### config.mk
export PLATFORM = sky130hd
export DESIGN_NAME = mipi_1lane_yuv422_tx
export DESIGN_NICKNAME = d
export VERILOG_FILES = /design/src/rtl/mipi_1lane_yuv422_tx.sv
export SDC_FILE = /design/constraint.sdc
export NUM_CORES = 1
export LEC_CHECK = 0
export BUFFER_PORTS_ARGS = -buffer_cell sky130_fd_sc_hd__buf_4
export CAP_MARGIN = 20
export CORE_ASPECT_RATIO = 0.9
export CORE_MARGIN = 1
export CORE_UTILIZATION = 35
export CTS_CLUSTER_SIZE = 24
export DETAILED_ROUTE_END_ITERATION = 8
export PLACE_DENSITY = 0.56
export SYNTH_ARGS = -nofsm -noshare
export SYNTH_HDL_FRONTEND = slang
export SYNTH_SLANG_ARGS = --single-unit
### constraint.sdc
create_clock -name clk_byte -period 2.6 [get_ports clk_byte]
set_input_delay 0.26 -clock clk_byte [delete_from_list [all_inputs] [get_ports clk_byte]]
set_output_delay 0.26 -clock clk_byte [all_outputs]
set_load 0.02 [all_outputs]
### src/rtl/mipi_1lane_yuv422_tx.sv
// Single-lane CSI-2 style transmitter: YUV422 lines become FS / long packet / FE bursts on the HS byte interface.
// Define MIPI_TX_CRC_EN to emit a real CRC-16 footer; otherwise the footer is two zero bytes.
module mipi_1lane_yuv422_tx #(
  parameter int         LINE_WORDS = 1280,
  parameter logic [1:0] VC         = 2'd0,
  parameter int         GAP_CYCLES = 8
) (
  input  logic        clk_byte,
  input  logic        rst_n,
  input  logic        yuv_fv,
  input  logic        yuv_lv,
  input  logic [15:0] yuv_data,
  output logic        yuv_ready,
  output logic        tx_request_hs0,
  output logic [7:0]  tx_data_hs0,
  input  logic        tx_ready_hs0,
  output logic        line_err
);

  typedef enum logic [2:0] {IDLE, FS, LINE_WAIT, LHDR, PAYLOAD, CRC, GAP, FE} state_t;

  localparam logic [15:0] WC_LINE   = 16'(LINE_WORDS);
  localparam logic [15:0] LAST_BYTE = 16'(LINE_WORDS - 1);
  localparam logic [15:0] NPIX      = 16'(LINE_WORDS / 2);
  localparam logic [15:0] GAP_LAST  = 16'(GAP_CYCLES - 1);

  function automatic logic [7:0] ecc_calc(input logic [23:0] d);
    logic [5:0] p;
    p[0] = d[0]^d[1]^d[2]^d[4]^d[5]^d[7]^d[10]^d[11]^d[13]^d[16]^d[20]^d[21]^d[22]^d[23];
    p[1] = d[0]^d[1]^d[3]^d[4]^d[6]^d[8]^d[10]^d[12]^d[14]^d[17]^d[20]^d[21]^d[22]^d[23];
    p[2] = d[0]^d[2]^d[3]^d[5]^d[6]^d[9]^d[11]^d[12]^d[15]^d[18]^d[20]^d[21]^d[22];
    p[3] = d[1]^d[2]^d[3]^d[7]^d[8]^d[9]^d[13]^d[14]^d[15]^d[19]^d[20]^d[21]^d[23];
    p[4] = d[4]^d[5]^d[6]^d[7]^d[8]^d[9]^d[16]^d[17]^d[18]^d[19]^d[20]^d[22]^d[23];
    p[5] = d[10]^d[11]^d[12]^d[13]^d[14]^d[15]^d[16]^d[17]^d[18]^d[19]^d[21]^d[22]^d[23];
    return {2'b00, p};
  endfunction

`ifdef MIPI_TX_CRC_EN
  function automatic logic [15:0] crc_next(input logic [15:0] c, input logic [7:0] b);
    logic [15:0] r;
    r = c ^ {8'h00, b};
    for (int i = 0; i < 8; i++) r = r[0] ? ((r >> 1) ^ 16'h8408) : (r >> 1);
    return r;
  endfunction
`endif

  state_t      state, nxt;
  logic [15:0] cnt;
  logic [15:0] frame_num;
  logic [15:0] pix_cnt;
  logic        fv_q;
  logic        gap_to_idle;
  logic        line_open;
  logic        long_seen;
  logic        phase;
  logic        vld_p0;
  logic [15:0] pix_p0;
  logic        pkt_state, adv, pix_open, drain, take, line_start;
  logic [7:0]  di;
  logic [15:0] wc;
`ifdef MIPI_TX_CRC_EN
  logic [15:0] crc;
`endif

  assign pkt_state  = (state == FS) || (state == LHDR) || (state == PAYLOAD) ||
                      (state == CRC) || (state == FE);
  assign adv        = pkt_state & tx_ready_hs0;
  assign pix_open   = (state == PAYLOAD) & line_open & (pix_cnt < NPIX);
  // Once a line has delivered all its pixels, anything more is swallowed until yuv_lv drops.
  assign drain      = line_open & (pix_cnt == NPIX);
  assign line_start = (state == LINE_WAIT) && (nxt == LHDR);

  always_ff @(posedge clk_byte or negedge rst_n) begin
    if (!rst_n) state <= IDLE;
    else        state <= nxt;
  end

  always_comb begin
    nxt = state;
    case (state)
      IDLE:         if (yuv_fv && !fv_q) nxt = FS;
      FS, FE, LHDR: if (adv && cnt[1:0] == 2'd3) nxt = (state == LHDR) ? PAYLOAD : GAP;
      LINE_WAIT: begin
        if (yuv_lv && !line_open) nxt = LHDR;
        else if (!yuv_fv)         nxt = FE;
      end
      PAYLOAD:      if (adv && cnt == LAST_BYTE) nxt = CRC;
      CRC:          if (adv && cnt[0]) nxt = GAP;
      GAP:          if (cnt == GAP_LAST) nxt = gap_to_idle ? IDLE : LINE_WAIT;
      default:      nxt = IDLE;
    endcase
  end

  always_comb begin
    tx_request_hs0 = pkt_state;
    tx_data_hs0    = 8'h00;
    di             = {VC, 6'h1E};
    wc             = WC_LINE;
    yuv_ready      = drain | (pix_open & ((!vld_p0 && !phase) | (vld_p0 && phase && tx_ready_hs0)));
    take           = pix_open & yuv_lv & yuv_ready;
    case (state)
      FS, FE, LHDR: begin
        if (state != LHDR) begin
          di = {VC, (state == FS) ? 6'h00 : 6'h01};
          wc = frame_num;
        end
        case (cnt[1:0])
          2'd0:    tx_data_hs0 = di;
          2'd1:    tx_data_hs0 = wc[7:0];
          2'd2:    tx_data_hs0 = wc[15:8];
          default: tx_data_hs0 = ecc_calc({wc, di});
        endcase
      end
      PAYLOAD: begin
        // With an empty holding register the C byte passes straight through from the pixel being taken.
        if (!phase) tx_data_hs0 = vld_p0 ? pix_p0[15:8] : ((pix_open && yuv_lv) ? yuv_data[15:8] : 8'h00);
        else        tx_data_hs0 = vld_p0 ? pix_p0[7:0] : 8'h00;
      end
      CRC: begin
`ifdef MIPI_TX_CRC_EN
        tx_data_hs0 = cnt[0] ? crc[15:8] : crc[7:0];
`else
        tx_data_hs0 = 8'h00;
`endif
      end
      default: tx_data_hs0 = 8'h00;
    endcase
  end

  always_ff @(posedge clk_byte or negedge rst_n) begin
    if (!rst_n) begin
      cnt         <= 16'd0;
      frame_num   <= 16'h0001;
      pix_cnt     <= 16'd0;
      fv_q        <= 1'b1;
      gap_to_idle <= 1'b0;
      line_open   <= 1'b0;
      long_seen   <= 1'b0;
      phase       <= 1'b0;
      vld_p0      <= 1'b0;
      line_err    <= 1'b0;
    end else begin
      fv_q     <= yuv_fv;
      line_err <= 1'b0;
      if (nxt != state)                cnt <= 16'd0;
      else if (adv || state == GAP)    cnt <= cnt + 16'd1;
      if (state == FE && nxt == GAP)
        frame_num <= (frame_num == 16'hFFFF) ? 16'h0001 : frame_num + 16'd1;
      if (state != GAP && nxt == GAP)  gap_to_idle <= (state == FE);
      if (line_start) begin
        line_open <= 1'b1;
        long_seen <= 1'b0;
        pix_cnt   <= 16'd0;
      end else if (line_open) begin
        if (!yuv_lv) begin
          line_open <= 1'b0;
          line_err  <= (pix_cnt < NPIX);
        end else if (drain && !long_seen) begin
          long_seen <= 1'b1;
          line_err  <= 1'b1;
        end
        if (take) pix_cnt <= pix_cnt + 16'd1;
      end
      if (take)                                 vld_p0 <= 1'b1;
      else if (state == PAYLOAD && adv && phase) vld_p0 <= 1'b0;
      if (state != PAYLOAD) phase <= 1'b0;
      else if (adv)         phase <= ~phase;
    end
  end

  always_ff @(posedge clk_byte) begin
    if (take) pix_p0 <= yuv_data;
  end

`ifdef MIPI_TX_CRC_EN
  always_ff @(posedge clk_byte or negedge rst_n) begin
    if (!rst_n)                         crc <= 16'hFFFF;
    else if (line_start)                crc <= 16'hFFFF;
    else if (state == PAYLOAD && adv)   crc <= crc_next(crc, tx_data_hs0);
  end
`endif

endmodule

Word-level counts from Yosys, hierarchy flattened
Cells that the tools add are included.
W data, S select, Z words.

operators by class
  $add $sub $neg = 3
  magnitude comparators = 1
  eq/ne operators = 20
  multiplexer cells = 42
  bitwise operators = 83
  reduce and logical (&&, ||, !) cells = 37

operators by type and width
  operator                 count
  $mux W16                 8
  $xor A1 B1 Y1            73
  $add A16 B1 Y16 const B  3
  $mux W8                  5
  $pmux W8 S3              1
  $mux W3                  7
  $pmux W3 S6              1
  $eq A16 B10 Y1 const B   1
  $eq A16 B11 Y1 const B   1
  $eq A16 B16 Y1 const B   1
  $eq A16 B3 Y1 const B    1
  $lt A16 B10 Y1 const B   1
  $mux W1                  16
  $pmux W8 S2              1
  $eq A3 B3 Y1 const B     5
  $logic_and A1 B1 Y1      15
  $reduce_bool A2 Y1       7
  $eq A3 B2 Y1 const B     3
  $and A1 B1 Y1            7
  $ne A3 B3 Y1 const B     2
  $logic_not A1 Y1         5
  $logic_or A1 B1 Y1       5
  $mux W5                  1
  $eq A2 B2 Y1 const B     2
  12 further kinds         14

storage, ports and cells
  flip-flop bits (word level) = 74
  input bits = 21
  output and inout bits = 11
  word-level logic and storage cells = 198

Logic depth before layout (Yosys ltp)
  depth after elaboration = 19
  depth in mapped cells = 9
  gate-level depth less buffers = 7

Worst setup path after synthesis
OpenSTA, ideal clock, no wires.

  kind = register to output
  start point = register frame_num[2]
  end point = output tx_data_hs0[0]
  arrival = 1,994 ps
  required time = 2,340 ps
  slack = 346 ps
  stages on the path, launching flop included = 8
  buffers on the path = 1
  path through = dfrtp_1 buf_6 xnor3_1 xnor2_1 xor2_1 or3_1 a311o_1 o31ai_1

on the way
  cells in the longest elaborated chain, start to end = 12

ends and longest elaborated chain
  element                     line  text
  start: declaration          49    logic [15:0] frame_num;
  start signal: assignment    148   frame_num <= (frame_num == 16'hFFFF) ? 16'h0001 : frame_num + 16'd1;
  $mux W16                    103   if (state != LHDR) begin
  $mux W16                    101   case (state)
  $xor A1 B1 Y1 (8 in a row)  29    p[0] = d[0]^d[1]^d[2]^d[4]^d[5]^d[7]^d[10]^d[11]^d[13]^d[16]^d[20]^d[21]^d[22]^d[23];
  $pmux W8 S3                 107   case (cnt[1:0])
  $pmux W8 S2                 101
  end: declaration            15    output logic [7:0] tx_data_hs0,

No other way between the ends. The select of a mux whose other input is x is not followed.

Worst setup path in the final report
Same ends and word-level chain as after synthesis.

==> results.json <==
{
  "slew_headroom": 0.513,
  "synth.most_common_cell": "dfrtp_1",
  "timing.final.hold_violations": 30,
  "h-tree-depth": 3,
  "synth_edf_count": 16,
  "worst_slack_ns": -0.00265,
  "crit_type": "reg -> out",
  "coreArea_um2": 11700,
  "routedWlPerCell_um": 15.4,
  "synth_mux_area_frac": 0.00467,
  "reg2reg_slack_ns": 0.32,
  "cts_buffer_depth": 2,
  "antenna_found_initial": 0,
  "dp_hpwl_um": 6750,
  "grt_pass1_vias": 3192,
  "ys_ff_latch": 74,
  "die_h_um": 107,
  "path_clk_slew_ns": 0.06,
  "fin_skew_ns": 0.0119,
  "synth_compound_area_frac": 0.149,
  "violations": "hold timing, setup timing",
  "irDropWorstVdd_mv": 0.339,
  "ys_top_cells_by_area": "dfrtp_1 (33%), edfxtp_1 (11%), xnor2_1 (8.0%)",
  "r2r_start": "cnt[0]",
  "critPathRequiredTime_ns": 2.34,
  "synth_cell_type_count": 67,
  "drv_cap": 0,
  "fp-row-count": 37,
  "vias": 3312,
  "wirelength_um": 9540,
  "stdcell_area_um2": 5040,
  "start_util": 0.367,
  "ant_nets": 0,
  "grt_max_degree": 59,
  "multi_input_comb_area_um2": 2210,
  "syn_inst": 436,
  "synthAdderAreaFrac": 0.0204,
  "cts.sinks": 74,
  "dieArea_um2": 12700,
  "syn-num-nets": 464,
  "diodes": 0,
  "synthFlopType": "dfrtp_1",
  "grt_pass1_wl_um": 16200,
  "whs_ns": -0.0262,
  "cts_tree": "built",
  "finalSetupViolCount": 1,
  "place_area_um2": 4680,
  "root_buffer": "clkbuf_16",
  "final_nets": 487,
  "firstDrtPassIters": 6,
  "cts_buffers": 9,
  "cp_max_fo": 2,
  "cp-start-kind": "flip-flop",
  "postSynthAreaPerCell_um2": 9.82,
  "period_share": 1.00,
  "async_flop_share": 0.784,
  "hold_buffers": 0,
  "grt_use_total": 0.164,
  "status": "finished with violations",
  "clkLatencyLatePin_ns": 0.34,
  "final_max_slew_viol_count": 0,
  "yosysWarnings": 0,
  "synth_xor_area_frac": 0.142,
  "dr.first_iter.drc_count": 206,
  "synth_common_cells": "dfrtp_1 (56), xnor2_1 (39), nor2_1 (37)",
  "gp_congestion": 0.828,
  "grt.overflow.total": 0,
  "r2r_end": "frame_num[9]",
  "fillCellCount": 1151,
  "timing.fmax_ghz": 0.384,
  "synth_area_leader_cell": "dfrtp_1",
  "syn-cell-area_um2": 4280,
  "portBuffers": 31,
  "min_path_type": "in -> async",
  "tightest_slew_ns": 0.730,
  "layout-drive-gt1-share": 0.177,
  "reg2regPathDepth": 7,
  "final-seq-area_um2": 1940,
  "drc": 0,
  "power_density_nw_per_um2": 780,
  "power_leakage_nw": 2.10,
  "synth_top_family_by_area": "simple AND/OR/NAND/NOR gates",
  "fin_crit_ns": 2.60,
  "area_growth_pct": 17.7,
  "yosys.area_share.simple": 0.187,
  "finalPower_w": 0.00393,
  "die_w_um": 119,
  "synth_top_area_share": 0.327,
  "synth_seq_area_share": 0.452,
  "rsz0062_at_grt": "true",
  "io-pin-count": 32,
  "worstPathArrival_ns": 2.34,
  "vias_per_cell": 5.34,
  "finish.utilization": 0.432,
  "end_kind": "output pin"
}
report_power, final:
| part | internal, W | switching [W] |
|---|---|---|
| sequential | 0.00127 | 0.000107 |
| combinational | 0.000505 | 0.000779 |
| clock | 0.000771 | 0.000501 |
| total | 0.00255 | 0.00139 |
worst max path at each step:
stage / to / start
floorplan: tx_data_hs0[0] / frame_num[2]
global placement: tx_data_hs0[0] / frame_num[2]
detailed placement: tx_data_hs0[0] / frame_num[2]
CTS: tx_data_hs0[0] / frame_num[13]
global route: tx_data_hs0[0] / frame_num[2]
finish: tx_data_hs0[0] / frame_num[2]
through the flow:
stage               setup TNS, ns  setup slack (ns)  std cells
finish                   -0.00265          -0.00265        620
detailed placement              0             0.299        602
global placement                0             0.291        602
floorplan                       0             0.346        436
global route               -0.243           -0.0881        620
CTS                       -0.0543           -0.0488        619
cell usage in the layout (no fill, tap or decap), drive strengths merged, types with 3 or more instances in the layout:
master  Yosys  routed
ha          7       7
and2b       3       3
a21o        3       3
and3        4       4
a221oi     11      11
a21oi      23      23
nor4        5       5
nor3        9       9
nand2      36      36
dfrtp      56      56
a21boi      5       5
o32ai       5       5
xor2       25      25
nand3      21      21
o31ai       3       3
o21ai      12      12
nand4      13      13
clkinv      0       3
inv        12      14
buf        10      45
nor2b       4       4
edfxtp     16      16
xnor2      39      39
a22oi       3       3
nor2       37      37
clkbuf     23      10
and4        3       3
worst max-delay path: stages (launching register included):
cell	delay, ns
dfrtp_1	0.37
xnor3_1	0.40
xnor2_2	0.17
xor2_1	0.18
or3_1	0.31
a311o_1	0.34
o31ai_2	0.07
buf_4	0.18
flip-flops by register name, indices dropped and copies added, names as in the netlist:
register and cells:
state 3, cnt 16, line_open 1, fv_q 1, pix_p0 16, long_seen 1, gap_to_idle 1, frame_num 16
pix_cnt 16, line_err 1, vld_p0 1, phase 1
area by class of cell:
cell class | instances | area share
flip-flops and latches | 74 | 0.384
multi-input cells | 317 | 0.439
clock buffers | 10 | 0.0474
repair buffers | 45 | 0.0695
clock inverters | 6 | 0.0127
inverters | 12 | 0.00894
well taps | 156 | 0.0387
cell families after synthesis:
logic type               after synthesis
AO/OA/AOI/OAI                         90
XOR/XNOR                              66
adder cells (fa/ha/maj)                7
buffers and inverters                 45
flip-flops                            74
multiplexers                           2
AND/OR/NAND/NOR                      152
per-layer routing:
layer  GRT usage  wire length [um]  vias up
met5           0                 0        -
met4      0.0542               125        0
met3      0.0473               418        9
met2       0.247              4380       47
met1       0.224              4610     1651
li1            -                 -     1605
what timing repair did:
item,CTS,global route
pin swaps,4,3
resized for setup,3,5
hold endpoints to repair,0,0
buffers inserted,1,1
setup endpoints to repair,3,5
Power figures use the tool's default switching activity.
